$ cat src/rtl/fetch_unit.sv
// Instruction fetch front end: PC sequencer, single-outstanding-response tracking and a prefetch FIFO.
// Optional build macro FETCH_UNIT_PERF_COUNT_EN adds the _perfCount accepted-output counter.
module fetch_unit #(
    parameter int               WIDTH    = 32,
    parameter int               DEPTH    = 4,
    parameter logic [WIDTH-1:0] RESET_PC = '0,
    parameter logic [WIDTH-1:0] STEP     = WIDTH'(4)
) (
    input  logic             _clk,
    input  logic             _reset,
    input  logic             _redirect,
    input  logic [WIDTH-1:0] _redirectPc,
    output logic             _memReq,
    output logic [WIDTH-1:0] _memAddr,
    input  logic [WIDTH-1:0] _memRdata,
    output logic             _outValid,
    input  logic             _outReady,
    output logic [WIDTH-1:0] _outInstr,
    output logic [WIDTH-1:0] _outPc,
    output logic [WIDTH-1:0] _outPcNext
`ifdef FETCH_UNIT_PERF_COUNT_EN
    ,
    output logic [31:0]      _perfCount
`endif
);

    localparam int PTR_W = (DEPTH > 1) ? $clog2(DEPTH) : 1;
    localparam int CNT_W = PTR_W + 1;

    logic [WIDTH-1:0] fetch_pc;
    logic             inflight;
    logic [WIDTH-1:0] inflight_pc;
    logic             kill;
    logic [CNT_W-1:0] count;
    logic [PTR_W-1:0] wr_ptr;
    logic [PTR_W-1:0] rd_ptr;
    logic [CNT_W:0]   occupancy;
    logic             issue;
    logic             push;
    logic             pop;

    logic [WIDTH-1:0] mem_instr [DEPTH];
    logic [WIDTH-1:0] mem_pc    [DEPTH];

    // Occupancy reserves a slot for the response in flight, so a push can never hit a full FIFO.
    assign occupancy = {1'b0, count} + (CNT_W + 1)'(inflight);
    assign issue     = _reset && !_redirect && (occupancy < (CNT_W + 1)'(DEPTH));
    assign push      = inflight && !kill && !_redirect;
    assign pop       = _outValid && _outReady;

    assign _memReq   = issue;
    assign _memAddr  = fetch_pc;
    assign _outValid = (count != '0);
    assign _outInstr = mem_instr[rd_ptr];
    assign _outPc    = mem_pc[rd_ptr];
    assign _outPcNext = mem_pc[rd_ptr] + STEP;

    // NOTE: sequential state uses non-blocking assignments so every register samples pre-edge values.
    always_ff @(posedge _clk) begin
        if (!_reset) begin
            fetch_pc    <= RESET_PC;
            inflight    <= 1'b0;
            inflight_pc <= RESET_PC;
            kill        <= 1'b0;
            count       <= '0;
            wr_ptr      <= '0;
            rd_ptr      <= '0;
        end else if (_redirect) begin
            // Redirect beats any same-cycle push or pop; the FIFO restarts empty.
            fetch_pc    <= _redirectPc;
            inflight    <= 1'b0;
            kill        <= 1'b1;
            count       <= '0;
            wr_ptr      <= '0;
            rd_ptr      <= '0;
        end else begin
            kill     <= 1'b0;
            inflight <= issue;
            if (issue) begin
                fetch_pc    <= fetch_pc + STEP;
                inflight_pc <= fetch_pc;
            end
            if (push) begin
                wr_ptr <= wr_ptr + PTR_W'(1);
            end
            if (pop) begin
                rd_ptr <= rd_ptr + PTR_W'(1);
            end
            case ({push, pop})
                2'b10:   count <= count + CNT_W'(1);
                2'b01:   count <= count - CNT_W'(1);
                default: count <= count;
            endcase
        end
    end

    // NOTE: FIFO storage is not reset; entries are only visible once count says they were written.
    always_ff @(posedge _clk) begin
        if (_reset && push) begin
            mem_instr[wr_ptr] <= _memRdata;
            mem_pc[wr_ptr]    <= inflight_pc;
        end
    end

`ifdef FETCH_UNIT_PERF_COUNT_EN
    always_ff @(posedge _clk) begin
        if (!_reset) begin
            _perfCount <= '0;
        end else if (pop && !_redirect) begin
            _perfCount <= _perfCount + 32'd1;
        end
    end
`endif

endmodule

$ cat config.mk
export PLATFORM = sky130hd
export DESIGN_NAME = fetch_unit
export DESIGN_NICKNAME = d
export VERILOG_FILES = /design/src/rtl/fetch_unit.sv
export SDC_FILE = /design/constraint.sdc
export NUM_CORES = 1
export LEC_CHECK = 0
export CELL_PAD_IN_SITES_DETAIL_PLACEMENT = 1
export CELL_PAD_IN_SITES_GLOBAL_PLACEMENT = 1
export CORE_MARGIN = 2
export CORE_UTILIZATION = 40
export CTS_CLUSTER_SIZE = 8
export DETAILED_ROUTE_END_ITERATION = 10
export MAX_ROUTING_LAYER = met4
export PLACE_DENSITY_LB_ADDON = 0.1
export SETUP_SLACK_MARGIN = 0.15
export SYNTH_ARGS = -nofsm -noshare
export SYNTH_HDL_FRONTEND = slang
export SYNTH_SLANG_ARGS = --single-unit
$ cat constraint.sdc
create_clock -name _clk -period 2.9 [get_ports _clk]
set_clock_uncertainty 0.1 [all_clocks]
set_input_delay 0.29 -clock _clk [delete_from_list [all_inputs] [get_ports _clk]]
set_output_delay 0.29 -clock _clk [all_outputs]
set_load 0.05 [all_outputs]
## Yosys cells after proc, flatten, opt, wreduce, memory -nomap -nowiden

Memory sizes are Yosys's and may differ from the RTL's. A register that Yosys moved wholly into a read port is not among the register bits.
Index checks and enable logic that the tools add are counted.

- Multiplexer cells: 10
- Order comparisons: 1
- Bitwise operators: 2
- Add/sub/neg operators: 7
- Reductions and logical operators: 13
- Equality and inequality tests: 2

Operator list:

| cell | number |
|---|---|
| 32-bit by 3-bit adder with 32-bit output (second input constant) | 2 |
| 32-bit 2-to-1 mux | 2 |
| 2-bit 2-to-1 mux | 4 |
| 1-bit logical AND | 6 |
| 3-bit case mux with 2 select lines | 1 |
| 2-bit by 1-bit adder with 2-bit output (second input constant) | 2 |
| 3-bit by 1-bit adder with 4-bit output | 1 |
| 4-bit by 3-bit less-than comparator with 1-bit output (second input constant) | 1 |
| 2-bit nonzero test | 2 |
| 3-bit by 1-bit adder with 3-bit output (second input constant) | 1 |
| 1-bit 2-to-1 mux | 3 |
| 3-bit nonzero test | 1 |
| 3-bit by 1-bit subtractor with 3-bit output (second input constant) | 1 |
| 2-bit by 1-bit == test with 1-bit output (second input constant) | 1 |
| 2-bit == test (second input constant) | 1 |
| 1-bit zero test | 2 |
| 1-bit inverter | 2 |
| 2-bit AND reduction | 1 |
| 2-bit OR reduction | 1 |

- Word-level logic and storage cells: 44
- RAM bits: 256
- Memories kept: 2
- Flip-flop bits (word level): 73

Memory list:

| name | depth | bits a word | rd ports | clocked after Yosys merged registers in | write ports | RTL line | RTL |
|---|---|---|---|---|---|---|---|
| mem_instr | 4 | 32 | 1 | 1 | 1 | 42 | `logic [WIDTH-1:0] mem_instr [DEPTH];` |
| mem_pc | 4 | 32 | 1 | 1 | 1 | 43 | `logic [WIDTH-1:0] mem_pc [DEPTH];` |

## Logic depth before layout (Yosys ltp)

- Depth in word-level cells: 6
- Mapped depth: 11
- Gate-level depth less buffers: 8

## Worst setup path before layout

OpenSTA, ideal clock, no wires.

- Path type: flip-flop to output port
- From: reg (tool-made name)
- To: out _outPcNext[31]
- Buffers on the path: 2
- Cell stages (with the launch flop): 8
- Required time: 2.510 ns
- Arrival: 3.144 ns
- Path slack: -0.634 ns
- Cells stage by stage: dfxtp_1 buf_6 mux4_1 nand4_1 or4_4 buf_6 nor4_1 xor2_1

RTL lines:

| element | RTL line | RTL |
|---|---|---|
| end, declared | 20 | `output logic [WIDTH-1:0] _outPcNext` |

==> report_table.html <==
<table>
<tr><th>Metric</th><th>Value</th></tr>
<tr><th colspan="2">STA</th></tr>
<tr><td>Worst-Margin Slew</td><td>0.726 ns</td></tr>
<tr><td>Tmin final</td><td>3.28 ns</td></tr>
<tr><td>Unrepaired setup endpoints after global routing</td><td>true</td></tr>
<tr><td>Endpoints failing setup</td><td>28</td></tr>
<tr><td>Final clock period utilization by the worst path</td><td>1.13</td></tr>
<tr><td>Count of final max-slew check failures</td><td>0</td></tr>
<tr><td>Top achievable clock speed</td><td>0.305 GHz</td></tr>
<tr><td>Final number of hold-violating endpoints</td><td>0</td></tr>
<tr><td>Worst slew margin relative to its limit</td><td>0.516</td></tr>
<tr><td>Smallest hold slack</td><td>0.229 ns</td></tr>
<tr><td>Sum of negative setup slack</td><td>-6.54 ns</td></tr>
<tr><td>Post-route setup slack</td><td>-0.379 ns</td></tr>
<tr><th colspan="2">Finish</th></tr>
<tr><td>Fill cell count</td><td>3088</td></tr>
<tr><td># nets final</td><td>1227</td></tr>
<tr><td>Leading cell type in the layout, fill and taps excluded</td><td>edfxtp_1</td></tr>
<tr><td>Proportion of layout cells with a drive suffix above 1</td><td>0.319</td></tr>
<tr><td>Final non-filler cell area</td><td>18600 um2</td></tr>
<tr><td>Antenna Diode Count</td><td>0</td></tr>
<tr><td>Growth of design area from synthesis to finish</td><td>40.3%</td></tr>
<tr><td>Commonest cells after routing, fill and taps aside</td><td>edfxtp_1 (256), buf_4 (115), clkdlybuf4s50_1 (100)</td></tr>
<tr><td>Non-Filler Instances</td><td>roughly 1600</td></tr>
<tr><th colspan="2">Global routing</th></tr>
<tr><td>Wire length of the first global-routing pass</td><td>~53000 um</td></tr>
<tr><td>GRT Residual Overflow</td><td>0</td></tr>
<tr><td>Pin count of the biggest net entering global routing</td><td>66</td></tr>
<tr><td>Gr usage total</td><td>0.205</td></tr>
<tr><td>Number of global-route vias before repair</td><td>9077</td></tr>
<tr><td>Number of antenna violations at the first check in global routing</td><td>0</td></tr>
<tr><th colspan="2">Clock tree</th></tr>
<tr><td>Count of H-tree levels built during CTS</td><td>2</td></tr>
<tr><td>Source-to-sink clock delay at the later pin of the worst-skew pair</td><td>0.53 ns</td></tr>
<tr><td>TritonCTS clock tree</td><td>built</td></tr>
<tr><td>Hold buffer count at CTS</td><td>0</td></tr>
<tr><td>Clock root buffer</td><td>clkbuf_16</td></tr>
<tr><td>Cts bufs inserted</td><td>47</td></tr>
<tr><td>Clock-pin slew on the worst setup and hold paths</td><td>0.05 ns</td></tr>
<tr><td>Clock Tree Buf Depth</td><td>3</td></tr>
<tr><td>TritonCTS sink count</td><td>331</td></tr>
<tr><th colspan="2">Critical path</th></tr>
<tr><td>WP data arrival</td><td>between 2 and 3 ns</td></tr>
<tr><td>Critical path start-end classification</td><td>flop to output port</td></tr>
<tr><td>Maximum fanout encountered on the critical timing path</td><td>9</td></tr>
<tr><td>Sort of element at the start of the critical path</td><td>flop</td></tr>
<tr><td>Endpoint type of the worst setup path</td><td>output port</td></tr>
<tr><td>WP data required</td><td>2.51 ns</td></tr>
<tr><th colspan="2">Routing</th></tr>
<tr><td>First DRT Iteration DRCs</td><td>471</td></tr>
<tr><td>First-pass detailed-route iteration total</td><td>4</td></tr>
<tr><td>Via count normalized by instance count</td><td>5.24</td></tr>
<tr><td>WL final</td><td>34200 um</td></tr>
<tr><td>Average detailed-routed wire length per instance</td><td>21.2 um</td></tr>
<tr><td>Via count</td><td>between 8000 and 9000</td></tr>
<tr><td># DRC</td><td>0</td></tr>
<tr><td>Number of antenna-violating nets in the routed design</td><td>0</td></tr>
<tr><th colspan="2">Power and ir drop</th></tr>
<tr><td>Cell internal power dissipation</td><td>8370 uW</td></tr>
<tr><td>Fraction of power consumed by sequential logic</td><td>0.489</td></tr>
<tr><td>Largest voltage drop on the vdd net</td><td>0.363 mV</td></tr>
<tr><td>Fraction of power spent switching nets</td><td>0.214</td></tr>
<tr><td>Leakage component of the power</td><td>around 0.0064 uW</td></tr>
<tr><td>Reported net switching power</td><td>2280 uW</td></tr>
<tr><td>Power Density</td><td>573 nW/um2</td></tr>
<tr><td>Part of the power in combinational logic</td><td>0.056</td></tr>
<tr><td>Power share of the clock group</td><td>0.455</td></tr>
<tr><th colspan="2">Yosys</th></tr>
<tr><td>Unique cell type count in the Yosys netlist</td><td>51</td></tr>
<tr><td>Synthesized netlist net count</td><td>938</td></tr>
<tr><td>Fraction of the yosys area taken by sequential cells</td><td>0.693</td></tr>
<tr><td>Cell area after synthesis</td><td>13300 um2</td></tr>
<tr><td>Number of warnings printed during yosys synthesis</td><td>0</td></tr>
<tr><td>Avg Synthesized Cell Area</td><td>15.4 um2</td></tr>
<tr><td>#FFs+latches synth</td><td>roughly 330</td></tr>
<tr><td>Mapped Cells</td><td>about 860</td></tr>
<tr><th colspan="2">Placement</th></tr>
<tr><td>Worst Setup Slack post-DPL</td><td>approximately 0.094 ns</td></tr>
<tr><td>Total half-perimeter wirelength after legalization and detailed placement</td><td>23000 um</td></tr>
<tr><td>GPL Wtd Cong</td><td>0.807</td></tr>
<tr><td>Cell Area, Placed</td><td>16800 um2</td></tr>
<tr><td>Cell count after placement</td><td>around 1500</td></tr>
<tr><td>IO Port Bufs</td><td>between 150 and 200</td></tr>
<tr><th colspan="2">Run status</th></tr>
<tr><td>Run status</td><td>complete, but fails checks</td></tr>
<tr><td>Failing checks</td><td>setup timing</td></tr>
<tr><th colspan="2">Run</th></tr>
<tr><td>Number of max-capacitance violations reported</td><td>0</td></tr>
<tr><th colspan="2">Floorplanning</th></tr>
<tr><td>Die X-Extent</td><td>186 um</td></tr>
<tr><td>Die area</td><td>34600 um2</td></tr>
<tr><td>Core Box Area</td><td>32600 um2</td></tr>
<tr><td>Std cell rows</td><td>66</td></tr>
<tr><td>Floorplan die height</td><td>186 um</td></tr>
<tr><td>Initial Util</td><td>0.406</td></tr>
<tr><td>Boundary pin count</td><td>between 150 and 200</td></tr>
<tr><th colspan="2">Min path</th></tr>
<tr><td>Class of the tightest hold or removal check</td><td>primary input to flop</td></tr>
</table>
## layout make-up
class / instances / area (um2) / area share
flip-flops and latches: 331 / 9200 / 0.494
multi-input cells: 465 / 4410 / 0.237
repair buffers: 290 / 3090 / 0.166
clock buffers: 65 / 1260 / 0.0680
well taps: 442 / 553 / 0.0297
inverters: 16 / 60.1 / 0.00323
clock inverters: 3 / 30.0 / 0.00161
## Yosys cell counts (all sizes together)
| library cell | count | share of area |
|---|---|---|
| a21oi | 60 | 0.023 |
| a221oi | 1 | 0.00066 |
| a22oi | 5 | 0.0028 |
| a2bb2oi | 1 | 0.00066 |
| a311o | 1 | 0.00076 |
| a31oi | 16 | 0.0076 |
| a32oi | 7 | 0.0046 |
| a41oi | 2 | 0.0013 |
| and2 | 9 | 0.0042 |
| and3 | 10 | 0.0047 |
| and4 | 3 | 0.0020 |
| buf | 24 | 0.012 |
| clkbuf | 26 | 0.0074 |
| clkinv | 1 | 0.00028 |
| dfxtp | 75 | 0.11 |
| edfxtp | 256 | 0.58 |
| fa | 1 | 0.0015 |
| ha | 7 | 0.0066 |
| inv | 15 | 0.0042 |
| mux2 | 2 | 0.0017 |
| mux2i | 2 | 0.0015 |
| mux4 | 64 | 0.11 |
| nand2 | 101 | 0.029 |
| nand2b | 3 | 0.0014 |
| nand3 | 20 | 0.0079 |
| nand4 | 15 | 0.0076 |
| nand4b | 1 | 0.00066 |
| nor2 | 35 | 0.0099 |
| nor2b | 2 | 0.00094 |
| nor3 | 13 | 0.0049 |
| nor4 | 6 | 0.0038 |
| o211ai | 6 | 0.0034 |
| o21ai | 20 | 0.0076 |
| o311ai | 1 | 0.00066 |
| o31a | 2 | 0.0013 |
| or2 | 1 | 0.00047 |
| or3 | 9 | 0.0042 |
| or4 | 4 | 0.0025 |
| or4b | 2 | 0.0015 |
| xnor2 | 16 | 0.011 |
| xor2 | 17 | 0.011 |
## what timing repair did
item / in CTS / in global routing
setup buffers: 18 / 7
setup endpoints to repair: 36 / 40
cloned: 1 / 0
resized for setup: 63 / 21
pin swaps: 24 / 13
## power groups by stage
| stage | combinational [uW] | sequential, uW | clock (uW) |
|---|---|---|---|
| final | 595 | 5210 | 4850 |
| after global routing | 636 | 5210 | 5170 |
| after CTS | 598 | 5210 | 4960 |
| after detailed placement | 589 | 5300 | 0 |
| after global placement | 583 | 5290 | 0 |
| after floorplan | 220 | 5370 | 0 |
## sequential cells by signal, summed over array words and instances, names as in the netlist, named ones only
register     flops
_memAddr        32
inflight_pc     32
rd_ptr           2
mem_instr      128
kill             1
wr_ptr           2
count            3
mem_pc         128
inflight         1
## stage by stage
stage	total power, uW	utilization
floorplan	5590	-
detailed placement	5890	0.515
CTS	10800	0.566
global route	11000	0.570
finish	10700	0.570
global placement	5880	0.515
## logic make-up after synthesis
kind of cell             Yosys count  synth area share
flip-flops                       331             0.693
AND/OR/NAND/NOR                  234            0.0854
AO/OA/AOI/OAI                    122            0.0540
multiplexers                      68             0.114
buffers and inverters             66            0.0235
XOR/XNOR                          33            0.0218
adder cells (fa/ha/maj)            8           0.00812
## worst max-delay path, stage by stage (launching register included)
cell	delay, ns
dfxtp_4	0.39
buf_12	0.16
mux4_2	0.36
nand4_1	0.14
or4_4	0.64
nor4_4	0.32
xor2_4	0.19
buf_12	0.15
## worst paths after layout
path / start / endpoint / slack [ns] / cells past startpoint
max: flop / _outPcNext[29] / -0.38 / 7
min: _redirectPc[22] / _memAddr[22] / 0.23 / 3
max reg2reg: _memAddr[2] / _memAddr[26] / 0.63 / 7
min reg2reg: _memAddr[1] / inflight_pc[1] / 0.38 / 2
## routing by layer
metal  share of wire  track usage  vias to the layer above  wire length, um
li1                -            -                     3887                -
met1            0.44        0.263                     4264            14900
met2            0.49        0.344                      252            16900
met3           0.052       0.0333                       50             1780
met4           0.017       0.0472                        0              590
met5               0            -                        -                0
No activity file was read; power rests on OpenSTA's default activity.
